`config.mk`:
```
export PLATFORM = sky130hd
export DESIGN_NAME = multi_door_occupancy_ctrl_flat
export DESIGN_NICKNAME = d
export VERILOG_FILES = /design/src/rtl/multi_door_occupancy_ctrl_if.sv /design/src/rtl/multi_door_occupancy_ctrl.sv /design/src/flat_wrapper.sv
export SDC_FILE = /design/constraint.sdc
export NUM_CORES = 1
export LEC_CHECK = 0
export BUFFER_PORTS_ARGS = -buffer_cell sky130_fd_sc_hd__buf_2
export CORE_MARGIN = 1
export CORE_UTILIZATION = 55
export CTS_BUF_LIST = sky130_fd_sc_hd__clkbuf_4 sky130_fd_sc_hd__clkbuf_8 sky130_fd_sc_hd__clkbuf_16
export CTS_CLUSTER_DIAMETER = 100
export DETAILED_ROUTE_END_ITERATION = 7
export GPL_ROUTABILITY_DRIVEN = 0
export HOLD_SLACK_MARGIN = 0.12
export PLACE_DENSITY = 0.71
export SETUP_SLACK_MARGIN = 0.5
export SYNTH_ARGS = -nofsm -noshare
export SYNTH_HDL_FRONTEND = slang
export SYNTH_SLANG_ARGS = --single-unit
```
`constraint.sdc`:
```
create_clock -name clk -period 4 [get_ports clk]
set_input_delay 0.4 -clock clk [delete_from_list [all_inputs] [get_ports clk]]
set_output_delay 0.4 -clock clk [all_outputs]
set_load 0.02 [all_outputs]
```
`src/rtl/multi_door_occupancy_ctrl_if.sv`:
```
`default_nettype none
// ============================================================================
// Module      : multi_door_occupancy_ctrl_if
// Description : Sensor inputs and occupancy/lighting outputs of the
//               multi-door occupancy controller.
// Revision    : 1.0 - initial release
// ============================================================================
interface multi_door_occupancy_ctrl_if #(
    parameter int N_DOORS = 2,
    parameter int CNT_W   = 8,
    parameter int N_ZONES = 5
);
    logic [N_DOORS-1:0] entry_sensor;
    logic [N_DOORS-1:0] exit_sensor;
    logic               force_on;
    logic               clr_err;
    logic [CNT_W-1:0]   occupancy_count;
    logic [N_ZONES-1:0] leds;
    logic               full;
    logic               empty;
    logic               err;

    modport master (
        output entry_sensor, exit_sensor, force_on, clr_err,
        input  occupancy_count, leds, full, empty, err
    );

    modport slave (
        input  entry_sensor, exit_sensor, force_on, clr_err,
        output occupancy_count, leds, full, empty, err
    );
endinterface
`default_nettype wire

```
`src/rtl/multi_door_occupancy_ctrl.sv`:
```
`default_nettype none
// ============================================================================
// Module      : multi_door_occupancy_ctrl
// Description : Debounced multi-door people counter with saturating occupancy
//               count and a thermometer-coded lighting FSM with off-delay.
// Revision    : 1.0 - initial release
// ============================================================================
module multi_door_occupancy_ctrl #(
    parameter int N_DOORS    = 2,
    parameter int CNT_W      = 8,
    parameter int MAX_OCC    = 99,
    parameter int DEB_CYCLES = 50000,
    parameter int N_ZONES    = 5,
    parameter int OFF_DELAY  = 1000000
) (
    input  wire logic                  clk,
    input  wire logic                  rst_n,
    multi_door_occupancy_ctrl_if.slave bus
);
    localparam int c_N_CH   = 2 * N_DOORS;
    localparam int c_DEB_W  = $clog2(DEB_CYCLES);
    localparam int c_HOLD_W = (OFF_DELAY > 1) ? $clog2(OFF_DELAY) : 1;
    localparam int c_SUM_W  = CNT_W + 5;
    localparam int c_PROD_W = 2 * CNT_W + 1;
    localparam logic signed [c_SUM_W-1:0] c_MAX_S = c_SUM_W'(MAX_OCC);

    localparam logic [1:0] c_ST_OFF  = 2'd0;
    localparam logic [1:0] c_ST_ON   = 2'd1;
    localparam logic [1:0] c_ST_HOLD = 2'd2;

    // Channels [N_DOORS-1:0] are entry beams, the upper half exit beams.
    logic [c_N_CH-1:0] w_raw;
    logic [c_N_CH-1:0] r_sync1;
    logic [c_N_CH-1:0] r_sync2;
    logic [c_N_CH-1:0] w_deb;
    logic [c_N_CH-1:0] r_deb_d;
    logic [c_N_CH-1:0] w_evt;

    assign w_raw = {bus.exit_sensor, bus.entry_sensor};

    always_ff @(posedge clk or negedge rst_n) begin
        if (!rst_n) begin
            r_sync1 <= '0;
            r_sync2 <= '0;
            r_deb_d <= '0;
        end else begin
            r_sync1 <= w_raw;
            r_sync2 <= r_sync1;
            r_deb_d <= w_deb;
        end
    end

    for (genvar i = 0; i < c_N_CH; i++) begin : g_deb
        logic [c_DEB_W-1:0] r_cnt;
        logic               r_lvl;

        always_ff @(posedge clk or negedge rst_n) begin
            if (!rst_n) begin
                r_cnt <= '0;
                r_lvl <= 1'b0;
            end else if (r_sync2[i] == r_lvl) begin
                r_cnt <= '0;
            end else if (r_cnt == c_DEB_W'(DEB_CYCLES - 1)) begin
                r_cnt <= '0;
                r_lvl <= r_sync2[i];
            end else begin
                r_cnt <= r_cnt + 1'b1;
            end
        end

        assign w_deb[i] = r_lvl;
    end

    assign w_evt = w_deb & ~r_deb_d;

    logic [3:0]                w_n_ent;
    logic [3:0]                w_n_ext;
    logic signed [c_SUM_W-1:0] w_sum;
    logic [CNT_W-1:0]          w_count_next;
    logic                      w_clamp;
    logic [CNT_W-1:0]          r_count;
    logic                      r_err;

    always_comb begin
        w_n_ent = '0;
        w_n_ext = '0;
        for (int i = 0; i < N_DOORS; i++) begin
            w_n_ent = w_n_ent + {3'b000, w_evt[i]};
            w_n_ext = w_n_ext + {3'b000, w_evt[N_DOORS + i]};
        end
    end

    // Wide signed sum so several simultaneous exits at 0 cannot wrap.
    always_comb begin
        w_sum = $signed({{(c_SUM_W - CNT_W){1'b0}}, r_count})
              + $signed({{(c_SUM_W - 4){1'b0}}, w_n_ent})
              - $signed({{(c_SUM_W - 4){1'b0}}, w_n_ext});
        w_clamp      = 1'b0;
        w_count_next = w_sum[CNT_W-1:0];
        if (w_sum < 0) begin
            w_clamp      = 1'b1;
            w_count_next = '0;
        end else if (w_sum > c_MAX_S) begin
            w_clamp      = 1'b1;
            w_count_next = CNT_W'(MAX_OCC);
        end
    end

    always_ff @(posedge clk or negedge rst_n) begin
        if (!rst_n) begin
            r_count <= '0;
            r_err   <= 1'b0;
        end else begin
            r_count <= w_count_next;
            if (w_clamp) begin
                r_err <= 1'b1;
            end else if (bus.clr_err) begin
                r_err <= 1'b0;
            end
        end
    end

    logic [1:0]          r_state;
    logic [1:0]          w_state_next;
    logic [c_HOLD_W-1:0] r_hold_cnt;
    logic [c_PROD_W-1:0] w_scaled;
    logic [N_ZONES-1:0]  w_therm;
    logic [N_ZONES-1:0]  w_leds_next;
    logic [N_ZONES-1:0]  r_leds;

    always_ff @(posedge clk or negedge rst_n) begin
        if (!rst_n) begin
            r_state    <= c_ST_OFF;
            r_hold_cnt <= '0;
        end else begin
            r_state <= w_state_next;
            if (r_state == c_ST_HOLD && w_state_next == c_ST_HOLD) begin
                r_hold_cnt <= r_hold_cnt + 1'b1;
            end else begin
                r_hold_cnt <= '0;
            end
        end
    end

    always_comb begin
        w_state_next = r_state;
        case (r_state)
            c_ST_OFF:  if (r_count != '0) w_state_next = c_ST_ON;
            c_ST_ON:   if (r_count == '0) w_state_next = c_ST_HOLD;
            c_ST_HOLD: begin
                if (r_count != '0) begin
                    w_state_next = c_ST_ON;
                end else if (r_hold_cnt == c_HOLD_W'(OFF_DELAY - 1)) begin
                    w_state_next = c_ST_OFF;
                end
            end
            default:   w_state_next = c_ST_OFF;
        endcase
    end

    assign w_scaled = c_PROD_W'(r_count) * c_PROD_W'(N_ZONES);

    for (genvar k = 0; k < N_ZONES; k++) begin : g_therm
        assign w_therm[k] = (w_scaled > c_PROD_W'(k * MAX_OCC));
    end

    // Decoding the next state keeps the lamp lit across the ON->HOLD edge.
    always_comb begin
        w_leds_next = '0;
        case (w_state_next)
            c_ST_ON:   w_leds_next = w_therm;
            c_ST_HOLD: w_leds_next = N_ZONES'(1);
            default:   w_leds_next = '0;
        endcase
        if (bus.force_on) begin
            w_leds_next = '1;
        end
    end

    always_ff @(posedge clk or negedge rst_n) begin
        if (!rst_n) begin
            r_leds <= '0;
        end else begin
            r_leds <= w_leds_next;
        end
    end

    assign bus.occupancy_count = r_count;
    assign bus.leds            = r_leds;
    assign bus.err             = r_err;
    assign bus.full            = (r_count == CNT_W'(MAX_OCC));
    assign bus.empty           = (r_count == '0);
endmodule
`default_nettype wire
```
`src/flat_wrapper.sv`:
```
// flat-port wrapper written by rule: the top's interface ports become plain ports
module multi_door_occupancy_ctrl_flat 
#(
    parameter int N_DOORS    = 2,
    parameter int CNT_W      = 8,
    parameter int MAX_OCC    = 99,
    parameter int DEB_CYCLES = 50000,
    parameter int N_ZONES    = 5,
    parameter int OFF_DELAY  = 1000000
)
  (clk, rst_n, bus_entry_sensor, bus_exit_sensor, bus_force_on, bus_clr_err, bus_occupancy_count, bus_leds, bus_full, bus_empty, bus_err);
  multi_door_occupancy_ctrl_if #(.N_DOORS(N_DOORS), .CNT_W(CNT_W), .N_ZONES(N_ZONES)) bus_i ();
  input  wire logic clk;
  input  wire logic rst_n;
  input wire logic [$bits(bus_i.entry_sensor)-1:0] bus_entry_sensor;
  input wire logic [$bits(bus_i.exit_sensor)-1:0] bus_exit_sensor;
  input wire logic [$bits(bus_i.force_on)-1:0] bus_force_on;
  input wire logic [$bits(bus_i.clr_err)-1:0] bus_clr_err;
  output wire logic [$bits(bus_i.occupancy_count)-1:0] bus_occupancy_count;
  output wire logic [$bits(bus_i.leds)-1:0] bus_leds;
  output wire logic [$bits(bus_i.full)-1:0] bus_full;
  output wire logic [$bits(bus_i.empty)-1:0] bus_empty;
  output wire logic [$bits(bus_i.err)-1:0] bus_err;
  assign bus_i.entry_sensor = bus_entry_sensor;
  assign bus_i.exit_sensor = bus_exit_sensor;
  assign bus_i.force_on = bus_force_on;
  assign bus_i.clr_err = bus_clr_err;
  assign bus_occupancy_count = bus_i.occupancy_count;
  assign bus_leds = bus_i.leds;
  assign bus_full = bus_i.full;
  assign bus_empty = bus_i.empty;
  assign bus_err = bus_i.err;
  multi_door_occupancy_ctrl #(.N_DOORS(N_DOORS), .CNT_W(CNT_W), .MAX_OCC(MAX_OCC), .DEB_CYCLES(DEB_CYCLES), .N_ZONES(N_ZONES), .OFF_DELAY(OFF_DELAY)) u_core (.clk(clk), .rst_n(rst_n), .bus(bus_i));
endmodule
```
## Word level (Yosys, flattened, before mapping)

Index checks and enable logic that the tools add are counted.

- Add/sub/neg operators: 9
- Multipliers: 1
- Order comparisons: 7
- Equal/unequal tests: 14
- Muxes and demuxes: 22
- Bitwise gates (word level): 6
- Reduce and logical (&&, ||, !) cells: 9

Operator list:

| kind | number |
|---|---|
| $mux 16 | 8 |
| $add 16x1->16 const B | 4 |
| $eq 16x16->1 const B | 4 |
| $gt 11x9->1 const B | 2 |
| $add 20x1->20 const B | 1 |
| $eq 20x20->1 const B | 1 |
| $mux 20 | 1 |
| $mux 8 | 2 |
| $gt 13x8->1 const B | 1 |
| $lt 13x1->1 const B | 1 |
| $gt 11x1->1 const B | 1 |
| $gt 11x7->1 const B | 1 |
| $gt 11x8->1 const B | 1 |
| $mul 8x3->11 const B | 1 |
| $pmux 5 s2 | 1 |
| $sub 9x2->10 | 1 |
| $add 8x4->9 | 1 |
| $eq 8x7->1 const B | 1 |
| $logic_not 8->1 | 1 |
| $mux 2 | 4 |
| $reduce_and 2->1 | 4 |
| $reduce_bool 8->1 | 1 |
| $pmux 2 s3 | 1 |
| $mux 5 | 1 |
| 11 further kinds | 23 |

- Register bits after elaboration: 116
- Input port bits: 8

## Logic depth before layout (Yosys ltp)

- Word-level depth: 9
- Depth in mapped cells: 14
- Mapped depth without buffers: 13

## Least setup slack after synthesis

OpenSTA, ideal clock, no wires.

- Path kind: register -> register
- Start point: register u_core.g_deb[0].r_lvl
- End point: register u_core.r_count[4] (netlist: u_core.bus.occupancy_count[4])
- Data arrival time: 3.564 ns
- Required time: 3.931 ns
- Path slack: 0.367 ns
- Stages on the path, launching flop included: 14
- Path buffers: 0
- Cells stage by stage: dfrtp_1 -> nor2b_1 -> ha_1 -> inv_1 -> fa_1 -> fa_1 -> nand2b_1 -> fa_1 -> nor4bb_1 -> a311oi_1 -> o21ai_1 -> a211o_1 -> a22oi_2 -> and4bb_1

- Longest elaborated chain between the ends: 7
- Elaborated cells between the ends (all ways): 8

RTL lines:

| element | RTL line | text |
|---|---|---|
| from (decl) | multi_door_occupancy_ctrl.sv:55 | `logic r_lvl;` |
| from (signal assigned) | multi_door_occupancy_ctrl.sv:65 | `r_lvl <= r_sync2[i];` |
| $and 4x4->4 (*) | multi_door_occupancy_ctrl.sv:74 | `assign w_evt = w_deb & ~r_deb_d;` |
| $add 1x1->2 (*) | multi_door_occupancy_ctrl.sv:88 | `w_n_ent = w_n_ent + {3'b000, w_evt[i]};` |
| $add 8x4->9 (*) | multi_door_occupancy_ctrl.sv:96 | `+ $signed({{(c_SUM_W - 4){1'b0}}, w_n_ent})` |
| $sub 9x2->10 (*) | multi_door_occupancy_ctrl.sv:97 | `- $signed({{(c_SUM_W - 4){1'b0}}, w_n_ext});` |
| $gt 13x8->1 | multi_door_occupancy_ctrl.sv:103 | `end else if (w_sum > c_MAX_S) begin` |
| $mux 8 | multi_door_occupancy_ctrl.sv:103 |  |
| $mux 8 (*) | multi_door_occupancy_ctrl.sv:100 | `if (w_sum < 0) begin` |
| net u_core.w_count_next[4] | multi_door_occupancy_ctrl.sv:79 | `logic [CNT_W-1:0] w_count_next;` |
| to (signal assigned) | multi_door_occupancy_ctrl.sv:114 | `r_count <= w_count_next;` |
| to (decl) | multi_door_occupancy_ctrl.sv:81 | `logic [CNT_W-1:0] r_count;` |

The timed path passes the listed nets; every way through them passes the cells marked *.
A chain may end at the register's enable or synchronous reset.

## Worst setup path after layout

Same ends and word-level chain as after synthesis.

==> results.json <==
{
  "drt_first_pass_iters": 5,
  "path_depth": 14,
  "ys_top_cells_by_area": "dfrtp_1, ha_1, nor2_1, xor2_1, xnor2_1",
  "startpoint": "u_core.g_deb[0].r_lvl$_DFFE_PN0P_",
  "syn_area_per_cell_um2": 9.719,
  "fin_tns_setup_ns": 0,
  "grt_pass1_vias": 4551,
  "clkLatencyLatePin_ns": 0.51,
  "vias": 4577,
  "num_antenna_cells": 0,
  "r2r-start": "u_core.g_deb[0].r_lvl$_DFFE_PN0P_",
  "drive_above_1_share_pct": 13.38,
  "path_common_cell": "fa_1",
  "outcome": "complete, no violations",
  "rows": 38,
  "io_pins": 24,
  "p_switching_mw": 0.8264,
  "combPwrFrac_pct": 14.7,
  "setup_violations": 0,
  "netlist_top_cells_count": "dfrtp_1, nor2_1, nand2_1",
  "synth_ff_type": "dfrtp_1",
  "swShare_pct": 24.83,
  "yosysTopAreaCellShare_pct": 47.26,
  "finish.utilization_pct": 66.70,
  "dp.cells": 790,
  "clockRootBuffer": "clkbuf_8",
  "cts_max_level": 4,
  "startpoint_type": "register",
  "ys_seq_area_share_pct": 47.26,
  "io_buffers": 23,
  "intPower_mw": 2.502,
  "syn-instance-count": 632,
  "yosys_warnings": 0,
  "slowest_delay_ns": 0.54,
  "die_area_um2": 11590,
  "worst_slack_ns": 0.2431,
  "layoutNonFillerInstCount": 835,
  "dpl.hpwl_mm": 7.800,
  "wire_per_inst_um": 13.84,
  "min_path_type": "in -> reg",
  "clkTransAtPathRegs_ns": 0.05,
  "cts_tree": "built",
  "synth_edf_count": 0,
  "skew_ns": 0.009765,
  "viasPerCell": 5.481,
  "area_growth_pct": 17.72,
  "clock_path_buffers": 2,
  "async_reset_ff_share_pct": 100.0,
  "slew_violations": 0,
  "rrSetupSlack_ns": 0.24,
  "grt_usage_pct": 22.30,
  "worst_setup_path_end_kind": "register",
  "slowest_stage": "fa_1",
  "nets": 727,
  "cap_viol_max_count": 0,
  "finalPower_mw": 3.328,
  "die_w_um": 107.7,
  "path_class": "reg -> reg",
  "die-height_um": 107.7,
  "leakagePower_nw": 3.290,
  "drt_wl_total_mm": 11.55,
  "place_ws_ns": 0.1083,
  "antenna_found_initial": 0,
  "crit_buf_inv": 2,
  "drt_iter0_drc": 342,
  "path_max_fanout": 6,
  "tightest_slew_ns": 0.9360,
  "power_density_nw_per_um2": 460.3,
  "critical_path.top_delay_family": "adder cells",
  "p_seq_share_pct": 37.5,
  "core-area_um2": 10840,
  "yosys.area.top_type": "dfrtp_1",
  "clock_power_share_pct": 47.8,
  "ir_drop_uv": 450.2,
  "relSlewSlack_pct": 37.60,
  "arrival_ns": 4.20,
  "crit_end": "u_core.bus.occupancy_count[4]$_DFF_PN0_",
  "crit_chain": "nor2b_4, ha_4, inv_2, fa_1, fa_1, nand2b_4, fa_2, xnor2_2, a311oi_2, buf_4, nor2_1, a211o_1, a22oi_2, and4bb_1",
  "rr_endpoint": "u_core.bus.occupancy_count[4]$_DFF_PN0_",
  "drc_errors": 0,
  "synth_fp_nets": 677,
  "grt_max_degree": 76,
  "rsz0062_at_grt": "yes",
  "rr_worst_depth": 14,
  "finalCriticalPeriod_ns": 3.757,
  "finalCritPeriodShare_pct": 93.92,
  "cts_sinks": 116,
  "hold_viol_final": 0,
  "max_clock_freq_mhz": 266.2,
  "ant_nets": 0,
  "initial_core_util_pct": 56.66,
  "synth_cell_type_count": 53,
  "ys_ff_latch": 116,
  "yosysMostFrequentCell": "dfrtp_1",
  "overflow": 0,
  "cts_buffers": 17,
  "grt_first_pass_wirelength_mm": 20.35,
  "cp.required_ns": 4.45,
  "syn-cell-area_um2": 6142
}
[cell usage in the layout (no fill, tap or decap), types with 3 or more instances in the layout]
master / Yosys / routed
fa_1: 4 / 3
o21ai_0: 8 / 8
o211ai_1: 3 / 3
buf_4: 0 / 11
nor4b_1: 4 / 4
and3_1: 19 / 19
nor2b_1: 8 / 6
mux2_2: 4 / 4
clkbuf_8: 0 / 6
inv_1: 32 / 31
nor3_1: 18 / 18
clkbuf_16: 0 / 16
nand3_1: 31 / 31
o21ai_1: 3 / 3
or3_1: 5 / 5
ha_1: 33 / 32
bufinv_16: 0 / 4
nand4_1: 17 / 17
nand2_1: 53 / 53
or2_2: 6 / 6
xor2_1: 44 / 44
xnor2_1: 38 / 36
nor2_1: 108 / 108
buf_2: 0 / 22
dlygate4sd3_1: 0 / 5
nand2b_1: 7 / 6
a21oi_1: 14 / 14
clkinv_2: 0 / 4
dfrtp_1: 116 / 116
a31oi_1: 7 / 7
nor4_1: 8 / 8
[worst register-to-register path: stages (launching register included)]
cell	delay, ns
dfrtp_1	0.39
nor2b_4	0.14
ha_4	0.26
inv_2	0.03
fa_1	0.54
fa_1	0.45
nand2b_4	0.16
fa_2	0.38
xnor2_2	0.17
a311oi_2	0.28
buf_4	0.15
nor2_1	0.03
a211o_1	0.24
a22oi_2	0.24
and4bb_1	0.23
[state kept, by name (all words and copies together), names as in the netlist]
signal	cells
u_core.g_deb.r_cnt	64
u_core.r_hold_cnt	20
u_core.bus.occupancy_count	8
u_core.bus.leds	5
u_core.g_deb.r_lvl	4
u_core.r_deb_d	4
u_core.r_sync1	4
u_core.r_sync2	4
u_core.r_state	2
u_core.bus.err	1
[logic make-up after synthesis]
family | share of synthesized area [%]
AOI/OAI and AO/OA | 6.071
muxes | 0.9777
adders and majority gates | 8.026
other | 0.06105
DFF | 47.26
and+or+nand+nor | 23.47
buffers and inverters | 2.445
xor gates and xnor gates | 11.69
[final cells by class]
type                       instances  area [um^2]
clock inverter                     9        147.6
tap                              140        175.2
sequential                       116         2903
inverter                          33        123.9
clock buffer                      23        490.5
multi-input combinational        476         3148
timing repair buffer              38        242.7
fill                             808         3610
[metal layers]
layer	share of wire (%)	up-vias	global-route usage, %
met1	46	2224	28.30
met2	50	69	37.50
li1	-	2270	-
met3	3.1	14	5.690
met4	1.0	0	6.654
met5	0	-	0
[metrics by stage]
stage / hold WS, ns / cell area, um^2
after floorplan: 0.1044 / 6152
after global placement: 0.3355 / 6434
after detailed placement: 0.3371 / 6434
after CTS: 0.2309 / 7182
after global routing: 0.2520 / 7231
final: 0.2395 / 7231
[timing repair]
| item | 4_1_cts | 5_1_grt |
|---|---|---|
| setup endpoints to repair | 8 | 8 |
| buffers inserted | 6 | 2 |
| hold buffers | 5 | 0 |
| resized for setup | 2 | 6 |
| hold endpoints to repair | 77 | 0 |
| pin swaps | 8 | 4 |
| cloned | 0 | 0 |
[power groups by stage]
stage	clock network, mW	logic, mW	registers (mW)
3_5_place_dp	0	0.467	1.27
4_1_cts	1.62	0.487	1.25
6_report	1.59	0.489	1.25
5_1_grt	1.67	0.542	1.25
2_1_floorplan	0	0.315	1.28
3_3_place_gp	0	0.454	1.27
[how the worst min path moves through the flow]
stage / startpoint / endpoint / slack (ns) / cells after the start
2_1_floorplan: rst_n / u_core.bus.err$_DFFE_PN0P_ / 0.10 / 0
3_3_place_gp: u_core.r_sync1[3]$_DFF_PN0_ / u_core.r_sync2[3]$_DFF_PN0_ / 0.34 / 0
3_5_place_dp: u_core.r_sync1[2]$_DFF_PN0_ / u_core.r_sync2[2]$_DFF_PN0_ / 0.34 / 0
4_1_cts: bus_clr_err / u_core.bus.err$_DFFE_PN0P_ / 0.23 / 3
5_1_grt: bus_clr_err / u_core.bus.err$_DFFE_PN0P_ / 0.25 / 3
6_report: bus_clr_err / u_core.bus.err$_DFFE_PN0P_ / 0.24 / 3
Power figures use the tool's default switching activity.
